`config.mk`:
```
export PLATFORM = sky130hd
export DESIGN_NAME = ddr2_refresh_sched
export DESIGN_NICKNAME = d
export VERILOG_FILES = /design/src/rtl/ddr2_refresh_sched.sv
export SDC_FILE = /design/constraint.sdc
export NUM_CORES = 1
export LEC_CHECK = 0
export ABC_AREA = 1
export CORE_MARGIN = 3
export CORE_UTILIZATION = 30
export DETAILED_ROUTE_END_ITERATION = 8
export SLEW_MARGIN = 20
export SYNTH_ARGS = -nofsm -noshare
export SYNTH_HDL_FRONTEND = slang
export SYNTH_SLANG_ARGS = --single-unit
export TNS_END_PERCENT = 1
```
`constraint.sdc`:
```
create_clock -name clk -period 1.9 [get_ports clk]
set_input_delay 0.475 -clock clk [delete_from_list [all_inputs] [get_ports clk]]
set_output_delay 0.475 -clock clk [all_outputs]
set_load 0.02 [all_outputs]
```
`src/rtl/ddr2_refresh_sched.sv`:
```
// ddr2_refresh_sched: tREFI refresh cadence, owed-refresh tracking and PRE/REF command sequencing.
// Build option: define DDR2_REF_POSTPONE_EN to allow refreshes to be postponed while busy.
//
// state    | meaning
// IDLE     | no refresh in progress; controller owns the command path
// ARB      | command path claimed; one cycle for the controller to settle
// PRE      | presenting precharge-all, held until granted
// WAIT_RP  | tRP spacing after the precharge grant
// REF      | presenting REF, held until granted
// WAIT_RFC | tRFC spacing after the REF grant
module ddr2_refresh_sched #(
  parameter int unsigned T_REFI       = 7800,
  parameter int unsigned T_RP         = 15,
  parameter int unsigned T_RFC        = 105,
  parameter int unsigned MAX_POSTPONE = 8
) (
  input  logic       clk,
  input  logic       rst,
  input  logic       init_done,
  input  logic       ref_en,
  input  logic       busy,
  input  logic       all_idle,
  input  logic       cmd_gnt,
  output logic       cmd_req,
  output logic [3:0] cmd,
  output logic       cmd_a10,
  output logic       ref_active,
  output logic [3:0] pending,
  output logic       urgent,
  output logic       ref_done,
  output logic       ref_overflow
);

  localparam logic [3:0] CMD_NOP = 4'b0111;
  localparam logic [3:0] CMD_PRE = 4'b0010;
  localparam logic [3:0] CMD_REF = 4'b0001;

  localparam int unsigned MAX_CFG = (MAX_POSTPONE < 1) ? 1 :
                                    (MAX_POSTPONE > 15) ? 15 : MAX_POSTPONE;
`ifdef DDR2_REF_POSTPONE_EN
  localparam int unsigned MAX_EFF = MAX_CFG;
`else
  // postponing disabled: at most one refresh is ever owed
  localparam int unsigned MAX_EFF = (MAX_CFG > 1) ? 1 : MAX_CFG;
`endif
  localparam logic [3:0] PEND_MAX = 4'(MAX_EFF);

  localparam int unsigned IW   = (T_REFI > 1) ? $clog2(T_REFI) : 1;
  localparam int unsigned DMAX = (T_RFC > T_RP) ? T_RFC : T_RP;
  localparam int unsigned DW   = (DMAX > 1) ? $clog2(DMAX) : 1;

  localparam logic [IW-1:0] IVL_LOAD = IW'(T_REFI - 1);
  localparam logic [DW-1:0] RP_LOAD  = DW'(T_RP - 1);
  localparam logic [DW-1:0] RFC_LOAD = DW'(T_RFC - 1);

  typedef enum logic [2:0] {
    S_IDLE,
    S_ARB,
    S_PRE,
    S_WAIT_RP,
    S_REF,
    S_WAIT_RFC
  } state_t;

  state_t        state;
  state_t        state_nxt;
  logic [IW-1:0] ivl_cnt;
  logic [DW-1:0] dly_cnt;
  logic [DW-1:0] dly_val;
  logic          dly_load;
  logic          burst;
  logic          burst_nxt;
  logic          soft_rst;
  logic          tick;
  logic          ref_fin;
  logic          ovf_set;
  logic [3:0]    pend_nxt;

  assign soft_rst = rst || !init_done;
  assign tick     = init_done && ref_en && (ivl_cnt == '0);
  assign ref_fin  = (state == S_WAIT_RFC) && (dly_cnt == '0);

  always_ff @(posedge clk) begin
    if (soft_rst || !ref_en) begin
      ivl_cnt <= IVL_LOAD;
    end else if (ivl_cnt == '0) begin
      ivl_cnt <= IVL_LOAD;
    end else begin
      ivl_cnt <= ivl_cnt - IW'(1);
    end
  end

  always_comb begin
    pend_nxt = pending;
    ovf_set  = 1'b0;
    if (tick && !ref_fin) begin
      if (pending >= PEND_MAX) begin
        ovf_set = 1'b1;
      end else begin
        pend_nxt = pending + 4'd1;
      end
    end else if (!tick && ref_fin && (pending != '0)) begin
      pend_nxt = pending - 4'd1;
    end
  end

  always_comb begin
    state_nxt = state;
    burst_nxt = burst;
    dly_load  = 1'b0;
    dly_val   = '0;
    case (state)
      S_IDLE: begin
        if ((pending != '0) && ref_en && (urgent || !busy)) begin
          state_nxt = S_ARB;
          burst_nxt = urgent;
        end
      end
      S_ARB: begin
        state_nxt = all_idle ? S_REF : S_PRE;
      end
      S_PRE: begin
        if (cmd_gnt) begin
          state_nxt = S_WAIT_RP;
          dly_load  = 1'b1;
          dly_val   = RP_LOAD;
        end
      end
      S_WAIT_RP: begin
        if (dly_cnt == '0) begin
          state_nxt = S_REF;
        end
      end
      S_REF: begin
        if (cmd_gnt) begin
          state_nxt = S_WAIT_RFC;
          dly_load  = 1'b1;
          dly_val   = RFC_LOAD;
        end
      end
      S_WAIT_RFC: begin
        // a sequence started by urgency drains the whole backlog, even while busy
        if (dly_cnt == '0) begin
          if ((pend_nxt != '0) && ref_en && (urgent || burst || !busy)) begin
            state_nxt = S_REF;
          end else begin
            state_nxt = S_IDLE;
            burst_nxt = 1'b0;
          end
        end
      end
      default: begin
        state_nxt = S_IDLE;
        burst_nxt = 1'b0;
      end
    endcase
  end

  always_ff @(posedge clk) begin
    if (soft_rst) begin
      state      <= S_IDLE;
      burst      <= 1'b0;
      dly_cnt    <= '0;
      pending    <= '0;
      urgent     <= 1'b0;
      ref_done   <= 1'b0;
      cmd_req    <= 1'b0;
      cmd        <= CMD_NOP;
      cmd_a10    <= 1'b0;
      ref_active <= 1'b0;
    end else begin
      state   <= state_nxt;
      burst   <= burst_nxt;
      if (dly_load) begin
        dly_cnt <= dly_val;
      end else if (dly_cnt != '0) begin
        dly_cnt <= dly_cnt - DW'(1);
      end
      pending    <= pend_nxt;
      urgent     <= (pending >= PEND_MAX);
      ref_done   <= ref_fin;
      cmd_req    <= (state_nxt == S_PRE) || (state_nxt == S_REF);
      cmd        <= (state_nxt == S_PRE) ? CMD_PRE :
                    (state_nxt == S_REF) ? CMD_REF : CMD_NOP;
      cmd_a10    <= (state_nxt == S_PRE);
      ref_active <= (state_nxt != S_IDLE);
    end
  end

  // survives init_done dropping; only a real reset clears it
  always_ff @(posedge clk) begin
    if (rst) begin
      ref_overflow <= 1'b0;
    end else if (ovf_set) begin
      ref_overflow <= 1'b1;
    end
  end

endmodule

```
==> results of run 1 <==
power groups by stage:
stage / registers (mW) / clock network [mW] / logic, mW
after floorplan: 0.922 / 0 / 0.730
final: 0.916 / 0.531 / 1.18
after detailed placement: 0.927 / 0 / 1.12
after global routing: 0.925 / 0.588 / 1.32
after CTS: 0.910 / 0.557 / 1.16
after global placement: 0.925 / 0 / 1.10
stage by stage:
stage	worst slack (ns)	area (sq um)	total power, mW
finish	0.0563	2620	2.62
global route	-0.184	2620	2.84
CTS	0.00800	2590	2.62
detailed placement	-0.237	2480	2.04
global placement	-0.207	2480	2.03
floorplan	0.0433	1950	1.65
critical path: stages, from the launching register on:
cell and delay (ns):
sky130_fd_sc_hd__dfxtp_2 0.33, sky130_fd_sc_hd__inv_2 0.07, sky130_fd_sc_hd__ha_4 0.14, sky130_fd_sc_hd__inv_2 0.04
sky130_fd_sc_hd__nor2_4 0.10, sky130_fd_sc_hd__nand3_4 0.09, sky130_fd_sc_hd__nor3_4 0.21, sky130_fd_sc_hd__nand2_4 0.10
sky130_fd_sc_hd__nor2_2 0.08, sky130_fd_sc_hd__nand2_1 0.06, sky130_fd_sc_hd__nand2_2 0.08, sky130_fd_sc_hd__nand2_2 0.06
sky130_fd_sc_hd__inv_2 0.04, sky130_fd_sc_hd__nand2_2 0.05, sky130_fd_sc_hd__nand2_4 0.08, sky130_fd_sc_hd__nand3_4 0.08
sky130_fd_sc_hd__nand2_2 0.07, sky130_fd_sc_hd__o21ai_1 0.05
logic make-up (layout without fill, tap and decap cells):
family,Yosys count,after routing
fa+ha+maj,7,7
other cells,1,1
flops,37,37
simple gates,139,139
compound gates,31,31
buf+inv,54,113
xor+xnor,5,5
cell usage after synthesis:
cell type / number
sky130_fd_sc_hd__a21oi_1: 12
sky130_fd_sc_hd__nand2_4: 1
sky130_fd_sc_hd__nor2_1: 40
sky130_fd_sc_hd__nor2_2: 6
sky130_fd_sc_hd__buf_4: 1
sky130_fd_sc_hd__ha_1: 7
sky130_fd_sc_hd__o21ai_1: 1
sky130_fd_sc_hd__nand2_2: 7
sky130_fd_sc_hd__clkbuf_1: 1
sky130_fd_sc_hd__o211ai_1: 1
sky130_fd_sc_hd__nand4_1: 5
sky130_fd_sc_hd__nand3_4: 1
sky130_fd_sc_hd__a31oi_1: 1
sky130_fd_sc_hd__o21ai_2: 1
sky130_fd_sc_hd__nand2_1: 44
sky130_fd_sc_hd__or2_2: 1
sky130_fd_sc_hd__buf_2: 1
sky130_fd_sc_hd__o21a_1: 1
sky130_fd_sc_hd__a211oi_1: 2
sky130_fd_sc_hd__o21ai_0: 9
sky130_fd_sc_hd__xor2_1: 3
sky130_fd_sc_hd__inv_1: 47
sky130_fd_sc_hd__nand3_2: 5
sky130_fd_sc_hd__nor3_1: 8
sky130_fd_sc_hd__nand3_1: 16
sky130_fd_sc_hd__nor2_4: 3
sky130_fd_sc_hd__nand3b_1: 1
sky130_fd_sc_hd__nor3_4: 1
sky130_fd_sc_hd__dfxtp_1: 37
sky130_fd_sc_hd__a21oi_2: 1
sky130_fd_sc_hd__xnor2_1: 2
sky130_fd_sc_hd__inv_2: 4
sky130_fd_sc_hd__o22ai_1: 2
sky130_fd_sc_hd__conb_1: 1
worst paths after layout:
path | startpoint | endpoint | slack (ns)
max | dly_cnt[0]$_SDFFE_PP0P_ | ref_active$_SDFF_PP0_ | 0.06
max reg2reg | dly_cnt[0]$_SDFFE_PP0P_ | ref_active$_SDFF_PP0_ | 0.06
min reg2reg | ivl_cnt[0]$_SDFF_PP1_ | ivl_cnt[0]$_SDFF_PP1_ | 0.39
min | ivl_cnt[0]$_SDFF_PP1_ | ivl_cnt[0]$_SDFF_PP1_ | 0.39
cell type report:
cell class	instances	area, sq um	share of cell area
Tap cell	75	93.8	0.0358
Multi-Input combinational cell	183	1050	0.402
Inverter	51	191	0.0730
Timing Repair Buffer	54	453	0.173
Clock buffer	6	72.6	0.0277
Sequential cell	37	746	0.284
Clock inverter	2	10.0	0.00382
routing by layer:
layer | GRT usage | up-vias | wire (um)
met5 | 0 | - | 0
met3 | 0.0285 | 2 | 147
li1 | - | 976 | -
met1 | 0.154 | 823 | 2010
met4 | 0.0397 | 0 | 23
met2 | 0.216 | 24 | 2040
state kept, by name, indices dropped and copies added, names as in the netlist:
register,cells
burst,1
pending,4
cmd,3
urgent,1
ref_done,1
ref_active,1
cmd_req,1
ref_overflow,1
cmd_a10,1
dly_cnt,7
ivl_cnt,13
state,3
repair_timing:
item | CTS | global route
hold buffers | 0 | 0
setup buffers | 0 | 0
pin swaps | 1 | 1
setup endpoints to repair | 6 | 8
gates resized for setup | 7 | 11
==> summary.md, run 1 <==
| Metric | Value |
|---|---|
| Outcome | completed |
| Total CTS buffers | 5 |
| Hold path cells | 1 |
| Maximum number of buffers from clock root to sink | 2 |
| Post-synthesis compound-gate area fraction | 0.0904 |
| Switching power as a share of total power | 0.367 |
| Area of the mapped netlist | 1950 sq um |
| Final design utilization | 0.430 |
| Setup TNS | 0 ns |
| Via count | 1825 |
| Cell count after synthesis | 274 |
| Number of placed instances with taps included | 400 |
| Hold violation count in the final report | 0 |
| Total die area | 7510 sq um |
| Average wire per cell in the routed design | 10.3 um |
| Number of nets with antenna violations after routing | 0 |
| Congestion Overflow GR | 0 |
| H-tree depth | 2 |
| Areal power density over the cells | 1000 nW/um^2 |
| Number of antenna violations at the first check in global routing | 0 |
| Core ar. | 6100 sq um |
| Simple-Gate Fraction of Synth Area | 0.354 |
| Worst-Skew Late Latency | 0.29 ns |
| Clock skew after layout | 0.00632 ns |
| Antenna cells | 0 |
| Routability cong. | 0.864 |
| Crit Path Class | flop to flop |
| Horizontal die dimension | 86.6 um |
| Highest achievable clock rate | 542 MHz |
| Max VDD drop | 0.506 mV |
| Type of element launching the critical path | flop |
| Combinational fraction of design power | 0.449 |
| Proportion of layout cells with a drive suffix above 1 | 0.264 |
| Number of standard cells in the layout, taps in and fillers out | 408 |
| Fin nets | 346 |
| Cell variety after synth | 34 |
| Row count | 28 |
| Min-Delay Path Class | flop to flop |
| Element type at the critical path end | flop |
| Root Buffer Master | sky130_fd_sc_hd__clkbuf_8 |
| Cell type contributing the most total cell area after synthesis | sky130_fd_sc_hd__dfxtp_1 |
| Number of filler instances in the final layout | 632 |
| Number of input and output port buffers inserted | 19 |
| Synth Net Count | 288 |
| Worst endpoint data arrival time | 2.02 ns |
| Parity-gate share of the synthesized area counting xor and xnor cells | 0.0225 |
| Multiplexer area fraction after synthesis | 0 |
| Remaining DRCs | 0 |
| Critical path required time | 2.07 ns |
| Post-synth top area share | 0.380 |
| Max-cap check violation count | 0 |
| Static Leakage | 1.20 nW |
| Count of pins on the block boundary | 21 |
| Number of optimization iterations in the first detailed-route pass | 4 |
| Slew Viols, Final | 0 |
| Final Hold Slack | 0.395 ns |
| Mean cell area of the mapped netlist | 7.12 sq um |
| Effective utilization at floorplan | 0.320 |
| Largest net degree at the start of global routing | 16 |
| Via count of the first global-routing pass | 1810 |
| Post-synthesis sequential area ratio | 0.380 |
| Pint | 1.66 mW |
| Sum of net half-perimeters after detailed placement | 3.26 mm |
| Commonest cells after routing, fill and taps aside | sky130_fd_sc_hd__inv_1, sky130_fd_sc_hd__nand2_1, sky130_fd_sc_hd__nor2_1 |
| Switching component of the power | 0.964 mW |
| Clock network fraction of design power | 0.202 |
| Area contributors post-synth | sky130_fd_sc_hd__dfxtp_1, sky130_fd_sc_hd__inv_1, sky130_fd_sc_hd__nand2_1 |
| Layout Area Growth over Synthesis | 34.4% |
| Clock period minus final worst setup slack | 1.84 ns |
| Global-route wire length before repair | 7.67 mm |
| RSZ-0062 raised after global routing | true |
| Final setup violating endpoints | 0 |
| Fin crit share | 0.970 |
| Number of clock sinks | 37 |
| Sequential share of power | 0.349 |
| Clock tree from TritonCTS | yes |
| Clock-pin slew on the worst setup and hold paths | 0.07 ns |
| Total Routed Length | 4.22 mm |
| Global-route total usage across every layer | 0.125 |
| Dominant combinational cell family by area after synthesis | simple AND/OR/NAND/NOR gates |
| Critical-path maximum fanout | 5 |
| Yosys warning total | 0 |
| Synthesized-area fraction occupied by adder cells | 0.0449 |
| Drt first-iter violations | 38 |
| Yosys reg bits | 37 |
| Path depth of the worst reg2reg path | 17 |
| Via density | 4.47 |
| Die H | 86.6 um |
Power figures use the tool's default switching activity.
==> run 2, diff against run 1 <==
--- a/config.mk
+++ b/config.mk
@@ -8,6 +8,7 @@
 export ABC_AREA = 1
 export CORE_MARGIN = 3
 export CORE_UTILIZATION = 30
+export CTS_CLUSTER_SIZE = 25
 export DETAILED_ROUTE_END_ITERATION = 8
 export SLEW_MARGIN = 20
 export SYNTH_ARGS = -nofsm -noshare
==> results of run 2 <==
The final DEF is identical to that of run 1; final timing and power are the same.
==> run 3, diff against run 2 <==
--- a/config.mk
+++ b/config.mk
@@ -5,11 +5,12 @@
 export SDC_FILE = /design/constraint.sdc
 export NUM_CORES = 1
 export LEC_CHECK = 0
-export ABC_AREA = 1
 export CORE_MARGIN = 3
 export CORE_UTILIZATION = 30
 export CTS_CLUSTER_SIZE = 25
 export DETAILED_ROUTE_END_ITERATION = 8
+export GPL_TIMING_DRIVEN = 0
+export REMOVE_ABC_BUFFERS = 1
 export SLEW_MARGIN = 20
 export SYNTH_ARGS = -nofsm -noshare
 export SYNTH_HDL_FRONTEND = slang
==> summary.md, run 3 <==
| Metric | Value |
|---|---|
| Outcome | complete, but fails checks |
| Failing checks | setup timing |
| Count of pins on the block boundary | 21 (unchanged) |
| Max-Slew Margin vs Limit | 0.547 |
| Combinational fraction of design power | 0.310 (-0.139) |
| Worst flop-to-flop path startpoint | dly_cnt[0]$_SDFFE_PP0P_ |
| Fin nets | 253 (-27%) |
| Cell variety after synth | 58 (+71%) |
| Type of element launching the critical path | flop |
| Largest net degree at the start of global routing | 14 (-2) |
| Effective utilization at floorplan | 0.313 (-0.00734) |
| Post-synthesis sequential area ratio | 0.395 (+0.0157) |
| Biggest regs | ivl_cnt: 13 flops, dly_cnt: 7 flops, pending: 4 flops |
| Final Hold Slack | 0.421 ns (+0.0260 ns) |
| Crit Path Class | flop to flop |
| Number of clock sinks | 37 (unchanged) |
| Global-route wire length before repair | 6.96 mm (-9.3%) |
| Mean cell area of the mapped netlist | 8.71 sq um (+22%) |
| Biggest cell delay along the critical path | 0.44 ns (+0.11 ns) |
| Average wire per cell in the routed design | 12.7 um (+23%) |
| Total CTS buffers | 5 (unchanged) |
| Via density | 5.01 (+12%) |
| RSZ-0062 raised after global routing | true |
| Async set or reset register ratio after synthesis | 0 (unchanged) |
| Cell type contributing the most total cell area after synthesis | sky130_fd_sc_hd__dfxtp_1 |
| Worst Tran Pin Value | 0.677 ns |
| Commonest cells after routing, fill and taps aside | sky130_fd_sc_hd__dfxtp_1, sky130_fd_sc_hd__nand2_1, sky130_fd_sc_hd__nor2_1, sky130_fd_sc_hd__clkdlybuf4s50_1 |
| Yosys warning total | 0 (unchanged) |
| Sum of net half-perimeters after detailed placement | 2.75 mm (-16%) |
| Leading cell types by count after synthesis | sky130_fd_sc_hd__dfxtp_1, sky130_fd_sc_hd__nand2_1, sky130_fd_sc_hd__nor2_1 |
| Global-route total usage across every layer | 0.120 (-0.00492) |
| Hold violation count in the final report | 0 (unchanged) |
| Pint | 1.57 mW (-5.7%) |
| Critical path depth | 9 (-8) |
| Yosys reg bits | 37 (unchanged) |
| H-tree depth | 2 (unchanged) |
| Post-synth top area share | 0.395 (+0.0157) |
| Area of the mapped netlist | 1870 sq um (-4.0%) |
| Worst-Skew Late Latency | 0.30 ns (about the same) |
| Drt first-iter violations | 65 (+71%) |
| Switching power as a share of total power | 0.323 (-0.0446) |
| Routability cong. | 0.780 (-9.7%) |
| Max VDD drop | 0.519 mV (+2.6%) |
| Flip-flop count of the largest register after layout | 13 (unchanged) |
| Clock period minus final worst setup slack | 2.23 ns (+0.387 ns) |
| Max-cap check violation count | 0 (unchanged) |
| DP Worst Slack | -0.727 ns (-0.490 ns) |
| Largest register by flop count | ivl_cnt |
| Via count | 1579 (-13%) |
| Via count of the first global-routing pass | 1485 (-18%) |
| EDFF count, synth | 0 (unchanged) |
| Min-Delay Path Class | flop to flop |
| Antenna cells | 0 (unchanged) |
| Number of filler instances in the final layout | 599 (-5.2%) |
| Element type at the critical path end | flop |
| Family with the most delay on the worst path | simple AND/OR/NAND/NOR gates |
| Clock tree from TritonCTS | yes |
| Areal power density over the cells | 962 nW/um^2 (-3.9%) |
| Launching element of the worst setup path | dly_cnt[0]$_SDFFE_PP0P_ |
| Number of input and output port buffers inserted | 19 (unchanged) |
| Die H | 85.0 um (-1.9%) |
| Cell count after synthesis | 215 (-22%) |
| Layout Area Growth over Synthesis | 28.3% |
| Maximum number of buffers from clock root to sink | 2 (unchanged) |
| Slack of the worst reg-to-reg path | -0.33 ns (-0.39 ns) |
| Critical-path maximum fanout | 5 (unchanged) |
| Number of antenna violations at the first check in global routing | 0 (unchanged) |
| Horizontal die dimension | 85.0 um (-1.9%) |
| Number of optimization iterations in the first detailed-route pass | 4 (unchanged) |
| Area occupied by registers | 749 sq um (+0.50%) |
| Multi-input gate area in the final layout | 1180 sq um (+12%) |
| Row count | 28 (unchanged) |
| Fin crit share | 1.17 (+0.204) |
| Clock skew after layout | 0.00586 ns (-0.000459 ns) |
| Congestion Overflow GR | 0 (unchanged) |
| Highest achievable clock rate | 448 MHz (-17%) |
| Worst setup margin | -0.330 ns (-0.387 ns) |
| Switching component of the power | 0.746 mW (-23%) |
| Root Buffer Master | sky130_fd_sc_hd__clkbuf_8 |
| CP bufs+invs | 1 (-2) |
| Total die area | 7230 sq um (-3.7%) |
| Path depth of the worst reg2reg path | 9 (-8) |
| Static Leakage | 0.852 nW (-29%) |
| Reg-to-reg endpoint | burst$_SDFFE_PP0P_ |
| Sequential share of power | 0.374 (+0.025) |
| Worst Setup EP | burst$_SDFFE_PP0P_ |
| Remaining DRCs | 0 (unchanged) |
| Most used standard cell by instance count after synthesis | sky130_fd_sc_hd__dfxtp_1 |
| Worst endpoint data arrival time | 2.40 ns (+0.38 ns) |
| Commonest non-fill, non-tap cell in the layout | sky130_fd_sc_hd__dfxtp_1 |
| Clock network fraction of design power | 0.316 (+0.114) |
| Slew Viols, Final | 0 (unchanged) |
| Critical path required time | 2.07 ns (about the same) |
| Area contributors post-synth | sky130_fd_sc_hd__dfxtp_1, sky130_fd_sc_hd__ha_1, sky130_fd_sc_hd__nand2_1 |
| Proportion of layout cells with a drive suffix above 1 | 0.204 (-0.0601) |
| Final design utilization | 0.401 (-0.0290) |
| Total Routed Length | 4.00 mm (-5.2%) |
| Number of nets with antenna violations after routing | 0 (unchanged) |
| Clock-pin slew on the worst setup and hold paths | 0.08 ns (about the same) |
| Sequence of cells on the critical path | inv_2 -> ha_4 -> or3b_4 -> nor4_4 -> and4b_1 -> xor2_1 -> a211o_1 -> a211oi_2 -> nor3_1 |
| Final setup violating endpoints | 7 (+7) |
| Main synth FF type | sky130_fd_sc_hd__dfxtp_1 |
| Core ar. | 5990 sq um (-1.7%) |
| CP max-delay cell | sky130_fd_sc_hd__or3b_4 |
-- run 3: changes by cell type after synthesis, sizes merged, moves of 4 or more --
cell and delta:
inv -44, nor2 -32, nand2 -29, nand3 -8
and2 +7, nor4 +6, or3 +6, xnor2 +5
clkbuf +4
-- run 3: metal layers --
metal | GRT usage | vias up | part of all wire
met5 | 0 | - | 0
met4 | 0.0547 | 0 | 0.021
met3 | 0.0272 | 7 | 0.031
met2 | 0.181 | 20 | 0.45
met1 | 0.163 | 741 | 0.50
li1 | - | 811 | -
-- run 3: worst min path at each step --
stage | start | endpoint | slack [ns] | depth (start not counted)
floorplan | ivl_cnt[0]$_SDFF_PP1_ | ivl_cnt[0]$_SDFF_PP1_ | 0.37 | 1
global placement | ivl_cnt[0]$_SDFF_PP1_ | ivl_cnt[0]$_SDFF_PP1_ | 0.39 | 1
detailed placement | ivl_cnt[0]$_SDFF_PP1_ | ivl_cnt[0]$_SDFF_PP1_ | 0.39 | 1
CTS | ivl_cnt[0]$_SDFF_PP1_ | ivl_cnt[0]$_SDFF_PP1_ | 0.41 | 1
global route | ivl_cnt[0]$_SDFF_PP1_ | ivl_cnt[0]$_SDFF_PP1_ | 0.44 | 1
finish | ivl_cnt[0]$_SDFF_PP1_ | ivl_cnt[0]$_SDFF_PP1_ | 0.42 | 1
-- run 3: cell type report --
class                           instances  share of cell area
Timing Repair Buffer                   24              0.0948
Clock inverter                          2              0.0156
Tap cell                               75              0.0391
Inverter                                7              0.0109
Clock buffer                            6              0.0344
Sequential cell                        37               0.312
Multi-Input combinational cell        164               0.493
-- run 3: stage by stage --
stage | instance area [sq um] | TNS, ns | power [mW] | std cells
after floorplan | 1840 | -2.18 | 1.31 | 208
after global placement | 2120 | -8.81 | 1.42 | 302
after detailed placement | 2120 | -8.18 | 1.42 | 302
after CTS | 2370 | -1.74 | 2.29 | 314
after global routing | 2400 | -2.96 | 2.47 | 315
final | 2400 | -1.73 | 2.31 | 315
-- run 3: cells by family (layout without fill, tap and decap cells) --
logic type / Yosys count / count (layout) / share of synthesized area
multiplexers: 2 / 2 / 0.0107
flip-flops: 37 / 37 / 0.395
buffers and inverters: 14 / 39 / 0.0341
other: 1 / 1 / 0.00200
AND/OR/NAND/NOR: 106 / 106 / 0.329
AO/OA/AOI/OAI: 37 / 37 / 0.131
XOR/XNOR: 11 / 11 / 0.0514
adder cells (fa/ha/maj): 7 / 7 / 0.0468
-- run 3: power by group through the flow --
stage | clock network, mW | logic (mW) | registers, mW
after floorplan | 0 | 0.439 | 0.869
after global placement | 0 | 0.542 | 0.877
after detailed placement | 0 | 0.540 | 0.878
after CTS | 0.743 | 0.685 | 0.863
after global routing | 0.780 | 0.814 | 0.870
final | 0.730 | 0.717 | 0.865
-- run 3: repair_timing --
| action | CTS | global route |
|---|---|---|
| endpoints found under the setup margin | 16 | 24 |
| pin swaps | 13 | 3 |
| hold buffers | 0 | 0 |
| setup buffers | 4 | 1 |
| gates resized for setup | 28 | 9 |
